## config.mk

```make
export PLATFORM = sky130hd
export DESIGN_NAME = mem_stage_apb_bridge_flat
export DESIGN_NICKNAME = d
export VERILOG_FILES = /design/src/rtl/mem_stage_apb_bridge_if.sv /design/src/rtl/mem_stage_apb_bridge.sv /design/src/flat_wrapper.sv
export SDC_FILE = /design/constraint.sdc
export NUM_CORES = 1
export LEC_CHECK = 0
export BUFFER_PORTS_ARGS = -buffer_cell sky130_fd_sc_hd__clkbuf_2
export CORE_MARGIN = 2
export CORE_UTILIZATION = 47
export CTS_CLUSTER_DIAMETER = 30
export DETAILED_ROUTE_END_ITERATION = 7
export HOLD_SLACK_MARGIN = 0.08
export PLACE_DENSITY = 0.8
export SLEW_MARGIN = 10
export SYNTH_ARGS = -nofsm -noshare
export SYNTH_HDL_FRONTEND = slang
export SYNTH_SLANG_ARGS = --single-unit
```

## constraint.sdc

```tcl
create_clock -name clk -period 3.9 [get_ports clk]
set_input_delay 1.17 -clock clk [delete_from_list [all_inputs] [get_ports clk]]
set_output_delay 1.17 -clock clk [all_outputs]
set_load 0.005 [all_outputs]
```

## src/rtl/mem_stage_apb_bridge_if.sv

```systemverilog
// APB master/slave bundle between the MEM-stage bridge and the peripheral mux.
// PSEL width follows the number of attached slaves.
interface mem_stage_apb_bridge_if #(
  parameter int NUM_SLAVES = 2
);
  logic [31:0]           PADDR;
  logic [NUM_SLAVES-1:0] PSEL;
  logic                  PENABLE;
  logic                  PWRITE;
  logic [31:0]           PWDATA;
  logic [3:0]            PSTRB;
  logic [31:0]           PRDATA;
  logic                  PREADY;
  logic                  PSLVERR;

  modport master (
    output PADDR, PSEL, PENABLE, PWRITE, PWDATA, PSTRB,
    input  PRDATA, PREADY, PSLVERR
  );

  modport slave (
    input  PADDR, PSEL, PENABLE, PWRITE, PWDATA, PSTRB,
    output PRDATA, PREADY, PSLVERR
  );
endinterface

```

## src/rtl/mem_stage_apb_bridge.sv

```systemverilog
// MEM-stage access unit: RAM accesses pass straight through, peripheral-window
// accesses run one full APB transfer while the pipeline is stalled.
module mem_stage_apb_bridge #(
  parameter logic [31:0] PERIPH_BASE = 32'h4000_0000,
  parameter int          SLAVE_SPAN  = 12,
  parameter int          NUM_SLAVES  = 2,
  parameter int          TIMEOUT     = 255
) (
  input  logic        clk,
  input  logic        rst,
  input  logic        MemReadM,
  input  logic        MemWriteM,
  input  logic [1:0]  MemStrobeM,
  input  logic [31:0] ALUResultM,
  input  logic [31:0] WriteDataM,
  input  logic [31:0] DMemRdata,
  output logic        DMemWE,
  output logic [31:0] ReadDataM,
  output logic        store_doneM,
  output logic [3:0]  peripheral_load,
  output logic        StallM,
  output logic        bus_err,
  mem_stage_apb_bridge_if.master apb
);

  localparam int CW = (TIMEOUT < 1) ? 1 : $clog2(TIMEOUT + 1);

  typedef enum logic [1:0] {IDLE, SETUP, ACCESS, DONE} state_t;

  state_t                state;
  logic [CW-1:0]         cnt;
  logic [1:0]            idx_q;
  logic [31:0]           rdata_q;
  logic                  store_done_q;
  logic                  err_q;

  logic                  periph;
  logic [1:0]            idx;
  logic                  idx_ok;
  logic [NUM_SLAVES-1:0] sel_oh;
  logic [31:0]           wdata_fmt;
  logic [3:0]            strb_fmt;

  assign periph = (MemReadM | MemWriteM) &&
                  (ALUResultM[31:SLAVE_SPAN+2] == PERIPH_BASE[31:SLAVE_SPAN+2]);
  assign idx    = ALUResultM[SLAVE_SPAN+1:SLAVE_SPAN];
  assign idx_ok = int'(idx) < NUM_SLAVES;

  always_comb begin
    sel_oh = '0;
    for (int i = 0; i < NUM_SLAVES; i++)
      if (int'(idx) == i) sel_oh[i] = 1'b1;
  end

  // Sub-word stores are lane-replicated so the slave can take any byte lane.
  always_comb begin
    wdata_fmt = WriteDataM;
    strb_fmt  = 4'b1111;
    case (MemStrobeM)
      2'b00: begin
        wdata_fmt = {4{WriteDataM[7:0]}};
        strb_fmt  = 4'b0001 << ALUResultM[1:0];
      end
      2'b01: begin
        wdata_fmt = {2{WriteDataM[15:0]}};
        strb_fmt  = 4'b0011 << {ALUResultM[1], 1'b0};
      end
      default: begin
        wdata_fmt = WriteDataM;
        strb_fmt  = 4'b1111;
      end
    endcase
  end

  always_ff @(posedge clk) begin
    if (rst) begin
      state        <= IDLE;
      cnt          <= '0;
      idx_q        <= '0;
      rdata_q      <= '0;
      store_done_q <= 1'b0;
      err_q        <= 1'b0;
      apb.PADDR    <= '0;
      apb.PSEL     <= '0;
      apb.PENABLE  <= 1'b0;
      apb.PWRITE   <= 1'b0;
      apb.PWDATA   <= '0;
      apb.PSTRB    <= '0;
    end else begin
      case (state)
        IDLE: if (periph) begin
          idx_q      <= idx;
          cnt        <= '0;
          apb.PADDR  <= {ALUResultM[31:2], 2'b00};
          apb.PWRITE <= MemWriteM;
          apb.PWDATA <= wdata_fmt;
          apb.PSTRB  <= MemWriteM ? strb_fmt : 4'b0000;
          if (idx_ok) begin
            apb.PSEL <= sel_oh;
            state    <= SETUP;
          end else begin
            // No slave behind this window: fail without touching the bus.
            err_q        <= 1'b1;
            store_done_q <= 1'b0;
            rdata_q      <= '0;
            state        <= DONE;
          end
        end
        SETUP: begin
          apb.PENABLE <= 1'b1;
          state       <= ACCESS;
        end
        ACCESS: begin
          if (apb.PREADY) begin
            apb.PSEL     <= '0;
            apb.PENABLE  <= 1'b0;
            rdata_q      <= apb.PSLVERR ? 32'h0 : apb.PRDATA;
            err_q        <= apb.PSLVERR;
            store_done_q <= apb.PWRITE && !apb.PSLVERR;
            state        <= DONE;
          end else if (cnt == CW'(TIMEOUT)) begin
            apb.PSEL     <= '0;
            apb.PENABLE  <= 1'b0;
            rdata_q      <= '0;
            err_q        <= 1'b1;
            store_done_q <= 1'b0;
            state        <= DONE;
          end else begin
            cnt <= cnt + 1'b1;
          end
        end
        DONE: begin
          err_q        <= 1'b0;
          store_done_q <= 1'b0;
          state        <= IDLE;
        end
        default: state <= IDLE;
      endcase
    end
  end

  // DONE releases the stall so the instruction retires on DONE's closing edge.
  assign StallM          = !rst && ((state == IDLE && periph) || state == SETUP || state == ACCESS);
  assign DMemWE          = (state == IDLE) && MemWriteM && !periph;
  assign ReadDataM       = (state == DONE) ? rdata_q : DMemRdata;
  assign peripheral_load = (state == DONE) ? ({2'b00, idx_q} + 4'd1) : 4'd0;
  assign store_doneM     = store_done_q;
  assign bus_err         = err_q;

endmodule

```

## src/flat_wrapper.sv

```systemverilog
// flat-port wrapper written by rule: the top's interface ports become plain ports
module mem_stage_apb_bridge_flat 
#(
  parameter logic [31:0] PERIPH_BASE = 32'h4000_0000,
  parameter int          SLAVE_SPAN  = 12,
  parameter int          NUM_SLAVES  = 2,
  parameter int          TIMEOUT     = 255
)
  (clk, rst, MemReadM, MemWriteM, MemStrobeM, ALUResultM, WriteDataM, DMemRdata, DMemWE, ReadDataM, store_doneM, peripheral_load, StallM, bus_err, apb_PADDR, apb_PSEL, apb_PENABLE, apb_PWRITE, apb_PWDATA, apb_PSTRB, apb_PRDATA, apb_PREADY, apb_PSLVERR);
  mem_stage_apb_bridge_if #(.NUM_SLAVES(NUM_SLAVES)) apb_i ();
  input  logic clk;
  input  logic rst;
  input  logic MemReadM;
  input  logic MemWriteM;
  input  logic [1:0] MemStrobeM;
  input  logic [31:0] ALUResultM;
  input  logic [31:0] WriteDataM;
  input  logic [31:0] DMemRdata;
  output logic DMemWE;
  output logic [31:0] ReadDataM;
  output logic store_doneM;
  output logic [3:0] peripheral_load;
  output logic StallM;
  output logic bus_err;
  output wire logic [$bits(apb_i.PADDR)-1:0] apb_PADDR;
  output wire logic [$bits(apb_i.PSEL)-1:0] apb_PSEL;
  output wire logic [$bits(apb_i.PENABLE)-1:0] apb_PENABLE;
  output wire logic [$bits(apb_i.PWRITE)-1:0] apb_PWRITE;
  output wire logic [$bits(apb_i.PWDATA)-1:0] apb_PWDATA;
  output wire logic [$bits(apb_i.PSTRB)-1:0] apb_PSTRB;
  input wire logic [$bits(apb_i.PRDATA)-1:0] apb_PRDATA;
  input wire logic [$bits(apb_i.PREADY)-1:0] apb_PREADY;
  input wire logic [$bits(apb_i.PSLVERR)-1:0] apb_PSLVERR;
  assign apb_PADDR = apb_i.PADDR;
  assign apb_PSEL = apb_i.PSEL;
  assign apb_PENABLE = apb_i.PENABLE;
  assign apb_PWRITE = apb_i.PWRITE;
  assign apb_PWDATA = apb_i.PWDATA;
  assign apb_PSTRB = apb_i.PSTRB;
  assign apb_i.PRDATA = apb_PRDATA;
  assign apb_i.PREADY = apb_PREADY;
  assign apb_i.PSLVERR = apb_PSLVERR;
  mem_stage_apb_bridge #(.PERIPH_BASE(PERIPH_BASE), .SLAVE_SPAN(SLAVE_SPAN), .NUM_SLAVES(NUM_SLAVES), .TIMEOUT(TIMEOUT)) u_core (.clk(clk), .rst(rst), .MemReadM(MemReadM), .MemWriteM(MemWriteM), .MemStrobeM(MemStrobeM), .ALUResultM(ALUResultM), .WriteDataM(WriteDataM), .DMemRdata(DMemRdata), .DMemWE(DMemWE), .ReadDataM(ReadDataM), .store_doneM(store_doneM), .peripheral_load(peripheral_load), .StallM(StallM), .bus_err(bus_err), .apb(apb_i));
endmodule
```

==> reports/metrics.yaml, run 1 <==
path_max_fanout: 3
synth-edff-count: 0
clock.fmax_mhz: 270
synthCells: 603
hold_class: "flip-flop to flip-flop"
crit_path_frequent_cell: "clkbuf_2"
yosysMostFrequentCell: "dfxtp_1"
relSlewSlack_pct: 49.9
drive_above_1_share_pct: 40.7
cts_setup_buffers: 0
route.detailed.drc: 0
multiInputGateArea_sq_mm: 0.00294
dr.pass1.iters: 4
crit_type: "primary input to output port"
drt-vias-per-instance: 5.13
power.density_mw_per_mm2: 482
port-buffer-count: 244
cts_tree: "built"
grt_max_degree: 44
synth.distinct_cells: 53
synth_seq_cells: 114
drv_cap: 0
fillers: 995
netlist_area_sq_mm: 0.00545
detail-route-antenna-nets: 0
finClkSkew_ps: 4.82
ir_worst_vdd_mv: 0.279
dieArea_sq_mm: 0.0125
dp_hpwl_um: 10800
finish.utilization_pct: 64.9
crit_slowest_cell: "or4_1"
status: "finished clean"
hold_viol: 0
ios: 248
drv_slew: 0
ys_top_cells_by_area: "dfxtp_1 (42%), mux2i_1 (10%), nand2_1 (7.6%)"
htreeDepth: 4
fin_nets: 982
post-route-period-util_pct: 94.8
final.setup.tns_ps: 0
fin_area_sq_mm: 0.00738
yosys-top-cells-count: "dfxtp_1 (114), nand2_1 (110), mux2i_1 (56), a21oi_1 (44), nor2_1 (37)"
grt_pass1_wl_um: 24100
rows: 39
wl_per_cell_um: 14.8
vias: 5112
antenna_found_initial: 0
dieWidth_um: 112
required_ps: 2730
cts.sinks: 114
core-area_sq_mm: 0.0114
p_total_mw: 3.56
synthArstFlopShare_pct: 0
diodes: 0
die_h_um: 112
setup_violations: 0
power_leakage_nw: 3.40
stdcell_count: 996
postPlaceCellArea_sq_mm: 0.00677
yosys_warnings: 0
start_util_pct: 48.0
fin_crit_ps: 3700
finalWirelength_um: 14700
seq_area_sq_mm: 0.00228
end_kind: "output port"
drt-initial-drc-count: 217
synth_top_area_share_pct: 41.8
worst_pin_slew_ps: 749
gp_congestion: 0.830
grt_pass1_vias: 4983
rsz0062_at_grt: "false"
synth_top_area_cell: "dfxtp_1"
worst_hold_slack_ps: 450
setup_slack_ps: 202
cp.arrival_ps: 2530
pre_cts_ws_ps: 101
crit_buf_inv: 2
path_cells: "clkbuf_2 > or4_1 > nor4_2 > nand3_1 > a21oi_1 > clkbuf_2"
cts_made_buffers: 17
cts_root_buf: "clkbuf_16"
clkLatencyLatePin_ps: 410
cp-start-kind: "primary input"
dp_cells: 964
syn_area_per_cell_sq_um: 9.04
crit_family: "simple AND/OR/NAND/NOR gates"
gr-total-overflow: 0
gr-usage-all-layers_pct: 24.0
cpPeakStageDelay_ps: 560
clkSlewWorstSetupHoldPaths_ps: 50
syn2layout_area_growth_pct: 35.4
clk_path_buf_depth: 2
ys_seq_area_share_pct: 41.8
synth_ff_type: "dfxtp_1"
==> final cells by class <==
type                       instances  area share [%]
clock buffer                      19            6.00
clock inverter                    13            2.24
inverter                          11           0.559
multi-input combinational        438            39.9
sequential                       114            30.9
tap                              143            2.42
timing repair buffer             258            18.0
==> logic make-up (layout without fill, tap and decap cells) <==
logic type / after synthesis / in the layout / synth area share [%]
multiplexers: 88 / 88 / 16.9
AO/OA/AOI/OAI: 100 / 100 / 12.8
AND/OR/NAND/NOR: 241 / 241 / 22.3
other: 1 / 3 / 0.0688
flip-flops: 114 / 114 / 41.8
buffers and inverters: 53 / 301 / 4.68
adder cells (fa/ha/maj): 6 / 6 / 1.38
==> where the power goes <==
part           switching [mW]  total (mW)  internal (mW)  leakage [nW]
sequential             0.0177        1.21           1.19         0.918
clock                   0.525        1.60           1.07         0.310
combinational           0.443       0.756          0.313          2.17
==> worst paths after layout <==
path,start,slack [ps],to,cells after the start
worst max-delay path,ALUResultM[22],200,StallM,6
worst min-delay path,u_core.apb.PADDR[7]$_SDFFE_PP0P_,450,u_core.apb.PADDR[7]$_SDFFE_PP0P_,2
worst max register to register,u_core.state[0]$_SDFFE_PP0P_,1420,u_core.apb.PSEL[1]$_SDFFE_PP0P_,7
worst min register to register,u_core.apb.PADDR[7]$_SDFFE_PP0P_,450,u_core.apb.PADDR[7]$_SDFFE_PP0P_,2
==> worst reg2reg max path, cell delays in order, from the launching register on <==
cell and delay (ps):
dfxtp_1 350, inv_1 90, ha_1 300, clkinv_1 350
or4b_2 710, nor4_1 190, o21ai_0 140, a22o_1 250
==> flip-flops by register name, summed over array words and instances, names as in the netlist <==
name,count
u_core.apb.PSTRB,4
u_core.apb.PENABLE,1
u_core.store_doneM,1
u_core.idx_q,1
u_core.bus_err,1
u_core.rdata_q,32
u_core.apb.PSEL,2
u_core.state,2
u_core.cnt,8
u_core.apb.PADDR,29
u_core.apb.PWRITE,1
u_core.apb.PWDATA,32
==> layer usage <==
| metal | share of wire (%) | GRT usage [%] |
|---|---|---|
| met5 | 0 | 0 |
| met4 | 2.9 | 9.88 |
| met3 | 8.5 | 8.71 |
| met2 | 48 | 41.0 |
| met1 | 41 | 27.0 |
==> layout by cell type, fill, tap and decap left out, types with 2 or more instances in the layout <==
cell type and n:
nand2b_1 34, ha_1 6, a311oi_1 2, clkbuf_2 243
o211ai_1 3, clkbuf_16 17, a22o_1 3, mux2_2 32
buf_4 15, clkinv_2 9, nor4_1 4, or4_1 3
mux2i_1 56, dfxtp_1 114, nand2_1 110, nor2_1 37
inv_1 10, bufinv_16 4, a211oi_1 2, nand3b_1 3
conb_1 3, a311o_1 2, nor3_1 2, a211oi_2 14
nand3_1 5, nor4_4 2, or3_1 3, or4_4 2
a21oi_1 44, and2_1 20, o21ai_0 17, nand4_1 2
nor2b_1 6
==> timing repair <==
action                     4_1_cts  5_1_grt
gates resized for setup          0        1
setup endpoints to repair        0        1
hold buffers                     0        0
Power figures use the tool's default switching activity.
==> run 2: changes to the inputs <==
- SETUP_SLACK_MARGIN: not set -> 0.2
- clock period: 3.9 -> 4.13 ns (I/O delays scaled with it)
==> run 2 against run 1 <==
Effect of this change: combinational power down 6.1%; register-to-register slack gained 150 ps; final cell count rose by 0.10%; first-iteration DRC count shrank 16%; critical path type unchanged; non-clock buffer count is 1 higher; sequential share of layout area down 0.30 points; setup slack improved by 72 ps; clock power fell by 3%; routed wire length down 0.19%; flip-flop and latch count did not move; design area rose by 0.97%.
==> reports/metrics.yaml, run 2 (synthesis results as in run 1) <==
top_layer: "met4"
cts.sinks: 114
worst_pin_slew_ps: 860
post-route-period-util_pct: 93.4
drv_cap: 0
cts_root_buf: "clkbuf_16"
antenna_found_initial: 0
drive_above_1_share_pct: 41.1
clock.fmax_mhz: 259
rsz0062_at_grt: "true"
drt-initial-drc-count: 182
grt_pass1_wl_um: 23100
syn2layout_area_growth_pct: 36.7
dr.pass1.iters: 4
drv_slew: 0
fillers: 982
end_kind: "output port"
clk_path_buf_depth: 2
drt-met1-wl_um: 6150
ios: 248
rows: 39
seq_area_sq_mm: 0.00228
multiInputGateArea_sq_mm: 0.00297
hold_depth: 2
setup_violations: 0
grt_pass1_vias: 4882
drt-vias-per-instance: 5.07
power.density_mw_per_mm2: 457
grt_max_degree: 71
dieArea_sq_mm: 0.0125
finClkSkew_ps: 9.59
gp_congestion: 0.824
cp.arrival_ps: 2620
core-area_sq_mm: 0.0114
port-buffer-count: 244
hold_class: "flip-flop to flip-flop"
final.setup.tns_ps: 0
stdcell_count: 997
gr-usage-all-layers_pct: 22.8
dp_cells: 964
mostFrequentLayoutCell: "clkbuf_2"
ctsHoldBuffers: 0
clkSlewWorstSetupHoldPaths_ps: 50
rr_worst_depth: 7
power_leakage_nw: 3.40
htreeDepth: 4
fin_crit_ps: 3860
route.detailed.drc: 0
cts_made_buffers: 17
clkLatencyLatePin_ps: 410
hold_viol: 0
reg_top3: "u_core.apb.PWDATA: 32 flops, u_core.rdata_q: 32 flops, u_core.apb.PADDR: 29 flops"
vias: 5058
mostFrequentLayoutCells: "clkbuf_2 (240), dfxtp_1 (114), nand2_1 (110), mux2i_1 (56), a21oi_1 (43)"
dieWidth_um: 112
wl_met2_um: 7220
dp_hpwl_um: 10700
crit_type: "primary input to output port"
detail-route-antenna-nets: 0
wl_per_cell_um: 14.7
cts_tree: "built"
status: "finished clean"
diodes: 0
relSlewSlack_pct: 42.6
finalWirelength_um: 14700
fin_nets: 983
path_max_fanout: 2
start_util_pct: 48.0
cp-start-kind: "primary input"
wl_met3_um: 1090
required_ps: 2890
ir_worst_vdd_mv: 0.241
die_h_um: 112
gr-total-overflow: 0
## run 2: changes by cell type in the layout (fill, tap and decap cells not counted), moves of 2 or more
cell,delta
clkinv_2,-8
clkinvlp_4,+4
clkinv_4,+3
buf_6,+2
clkbuf_2,-3
## run 2: area by class of cell
type	instances	share of cell area, %
inverters	11	0.554
multi-input cells	438	39.8
repair buffers	259	18.1
well taps	143	2.40
clock buffers	20	6.13
flip-flops and latches	114	30.6
clock inverters	12	2.43
## run 2: through the flow
step	util, %	setup WS, ps	instance area, sq um	power (mW)	hold slack [ps]
floorplan	-	246	5460	1.62	448
global placement	59.5	231	6770	1.86	438
detailed placement	59.5	198	6770	1.86	444
CTS	65.1	201	7410	3.42	451
global route	65.6	180	7450	3.56	466
finish	65.6	274	7450	3.41	448
## run 2: critical path, stage by stage
cell	delay, ps
buf_6	100
or4_4	550
nor4_4	330
nand3_2	120
a21oi_2	130
buf_2	150
## run 2: per-layer routing
layer / global-route usage [%] / vias up
met5: 0 / -
met4: 8.40 / 0
met3: 6.04 / 22
met2: 40.4 / 192
met1: 26.5 / 2299
li1: - / 2545
## run 2: where the power goes
group          internal (mW)  switching [mW]  total, mW
clock network           1.04           0.516       1.56
registers               1.12          0.0155       1.14
logic                  0.299           0.411      0.710
## run 2: path summary, 6_finish.rpt
| check | startpoint | endpoint | slack [ps] |
|---|---|---|---|
| worst max-delay path | ALUResultM[25] | StallM | 270 |
| worst min-delay path | u_core.apb.PWDATA[0]$_SDFFE_PP0P_ | u_core.apb.PWDATA[0]$_SDFFE_PP0P_ | 450 |
| worst max register to register | u_core.state[0]$_SDFFE_PP0P_ | u_core.apb.PSEL[1]$_SDFFE_PP0P_ | 1570 |
| worst min register to register | u_core.apb.PWDATA[0]$_SDFFE_PP0P_ | u_core.apb.PWDATA[0]$_SDFFE_PP0P_ | 450 |
## run 2: repair_timing
item / CTS / global route
setup endpoints to repair: 0 / 1
buffers inserted: 0 / 1
gates resized for setup: 0 / 9
==> run 3: changes to the inputs <==
- ABC_AREA: not set -> 1
- CORE_UTILIZATION: 47 -> 48
- CTS_BUF_LIST: not set -> sky130_fd_sc_hd__clkbuf_8
- PLACE_DENSITY: 0.8 -> 0.82
==> run 3 against run 2 <==
Effect of this change: sequential power is 11% higher; combinational power is 8.7% higher; critical endpoint is now ReadDataM[28]; final cell count is 20% higher; flip-flop and latch count stayed put; highest routed layer unchanged; design area is 5.3% lower; worst hold slack better by 12 ps; clock power is 28% lower.
==> reports/metrics.yaml, run 3 <==
cts_tree: "built"
ios: 248
finClkSkew_ps: 11.9
ys_top_cells_by_area: "dfxtp_1 (43%), nand2_1 (14%), nor2_1 (11%)"
synthArstFlopShare_pct: 0
synth-edff-count: 0
route.detailed.drc: 0
cts_root_buf: "clkbuf_8"
cp.arrival_ps: 2270
port-buffer-count: 244
synth_seq_cells: 114
fin_area_sq_mm: 0.00706
clkLatencyLatePin_ps: 410
reg2reg_to: "u_core.rdata_q[19]$_SDFFE_PP0P_"
final.setup.tns_ps: 0
clk_path_buf_depth: 2
power.density_mw_per_mm2: 448
power_leakage_nw: 3.82
rr_worst_depth: 9
finalWirelength_um: 15200
cp-startpoint: "u_core.state[0]$_SDFFE_PP0P_"
synth_ff_type: "dfxtp_1"
die_h_um: 110
pre_cts_ws_ps: 723
synth.distinct_cells: 26
ctsHoldBuffers: 0
diodes: 0
drt-initial-drc-count: 279
rsz0062_at_grt: "false"
rows: 38
post-route-period-util_pct: 84.9
hold_viol: 0
grt_use_met2_pct: 43.9
worst_pin_slew_ps: 828
required_ps: 2890
ir_worst_vdd_mv: 0.235
ys_seq_area_share_pct: 42.6
grt_max_degree: 69
clock.fmax_mhz: 285
htreeDepth: 4
gr-usage-all-layers_pct: 24.7
wl_per_cell_um: 12.6
crit_type: "flip-flop to output port"
start_util_pct: 49.2
p_total_mw: 3.17
dieWidth_um: 110
status: "finished clean"
fillers: 1026
multiInputGateArea_sq_mm: 0.00253
syn2layout_area_growth_pct: 31.8
seq_area_sq_mm: 0.00228
syn_area_per_cell_sq_um: 6.53
fin_nets: 1189
stdcell_count: 1200
cts.sinks: 114
end_kind: "output port"
yosys_warnings: 0
mostFrequentLayoutCell: "clkbuf_2"
synth_top_area_share_pct: 42.6
cp-start-kind: "flip-flop"
synthCells: 821
setup_slack_ps: 626
synth_top_area_cell: "dfxtp_1"
grt_pass1_vias: 5012
cts_made_buffers: 17
yosys-top-cells-count: "nand2_1 (207), nor2_1 (155), dfxtp_1 (114), inv_1 (84), o21ai_0 (81)"
dp_hpwl_um: 10900
cp-endpoint: "ReadDataM[28]"
grt_pass1_wl_um: 23400
grtUsageMet3_pct: 6.40
grt_util_met1_pct: 29.1
core-area_sq_mm: 0.0109
r2r_slack_ps: 1580
clkSlewWorstSetupHoldPaths_ps: 70
drt-vias-per-instance: 4.90
path_max_fanout: 30
mostFrequentLayoutCells: "clkbuf_2 (244), nand2_1 (207), nor2_1 (155), dfxtp_1 (114), inv_1 (84)"
gr-total-overflow: 0
gp_congestion: 0.802
relSlewSlack_pct: 44.6
hold_class: "flip-flop to flip-flop"
dieArea_sq_mm: 0.0120
dp_cells: 1168
fin_crit_ps: 3500
gr-max-usage-layer: "met2"
setup_violations: 0
drv_cap: 0
postPlaceCellArea_sq_mm: 0.00663
drive_above_1_share_pct: 27.8
dr.pass1.iters: 5
r2r-start: "u_core.state[0]$_SDFFE_PP0P_"
cts_setup_buffers: 0
drv_slew: 0
cts_resized: 0
vias: 5882
yosysMostFrequentCell: "nand2_1"
netlist_area_sq_mm: 0.00536
reg_top3: "u_core.apb.PWDATA: 32 flops, u_core.rdata_q: 32 flops, u_core.apb.PADDR: 29 flops"
antenna_found_initial: 0
detail-route-antenna-nets: 0
[run 3: changes by cell type after synthesis, moves of 20 or more]
cell	delta
o21ai_0	+64
mux2i_1	-56
nand2b_1	-34
and2_1	-20
mux2_2	-32
nand3_1	+23
nor2_1	+118
inv_1	+74
nand2_1	+97
[run 3: layer usage]
metal | up-vias | wire length, um
met1 | 2592 | 6210
li1 | 3038 | -
met4 | 0 | 193
met5 | - | 0
met3 | 20 | 1320
met2 | 232 | 7450
[run 3: area by class of cell]
cell class,count,share of cell area [%]
clock buffer,19,3.70
clock inverter,13,2.46
inverter,88,4.68
multi-input combinational,572,35.8
sequential,114,32.3
tap,140,2.48
timing repair buffer,254,18.5
[run 3: worst min-delay path by stage]
stage / start / slack [ps] / cells after the start / to
after floorplan: u_core.rdata_q[15]$_SDFFE_PP0P_ / 440 / 2 / u_core.rdata_q[15]$_SDFFE_PP0P_
after global placement: u_core.apb.PADDR[27]$_SDFFE_PP0P_ / 440 / 2 / u_core.apb.PADDR[27]$_SDFFE_PP0P_
after detailed placement: u_core.apb.PADDR[21]$_SDFFE_PP0P_ / 450 / 2 / u_core.apb.PADDR[21]$_SDFFE_PP0P_
after CTS: u_core.apb.PADDR[16]$_SDFFE_PP0P_ / 460 / 2 / u_core.apb.PADDR[16]$_SDFFE_PP0P_
after global routing: u_core.apb.PADDR[16]$_SDFFE_PP0P_ / 480 / 2 / u_core.apb.PADDR[16]$_SDFFE_PP0P_
final: u_core.apb.PADDR[15]$_SDFFE_PP0P_ / 460 / 2 / u_core.apb.PADDR[15]$_SDFFE_PP0P_
[run 3: critical path, stage by stage, from the launching register on]
cell and delay [ps]:
dfxtp_1 400, ha_1 440, inv_1 370, buf_4 330, o21ai_0 180, clkbuf_2 140
[run 3: through the flow]
step	utilization [%]	hold slack [ps]
floorplan	-	439
global placement	60.9	444
detailed placement	60.9	446
CTS	64.9	461
global route	64.9	476
finish	64.9	460
[run 3: cells by family after synthesis]
family | after synthesis | synth area share (%)
AO/OA/AOI/OAI | 143 | 13.9
adder cells (fa/ha/maj) | 6 | 1.40
buffers and inverters | 137 | 10.3
flip-flops | 114 | 42.6
other | 1 | 0.0700
AND/OR/NAND/NOR | 420 | 31.7
[run 3: report_power, final]
group          switching [mW]  internal (mW)  leakage, nW
clock network           0.487          0.639        0.210
logic                   0.493          0.279         2.69
registers              0.0451           1.22        0.921
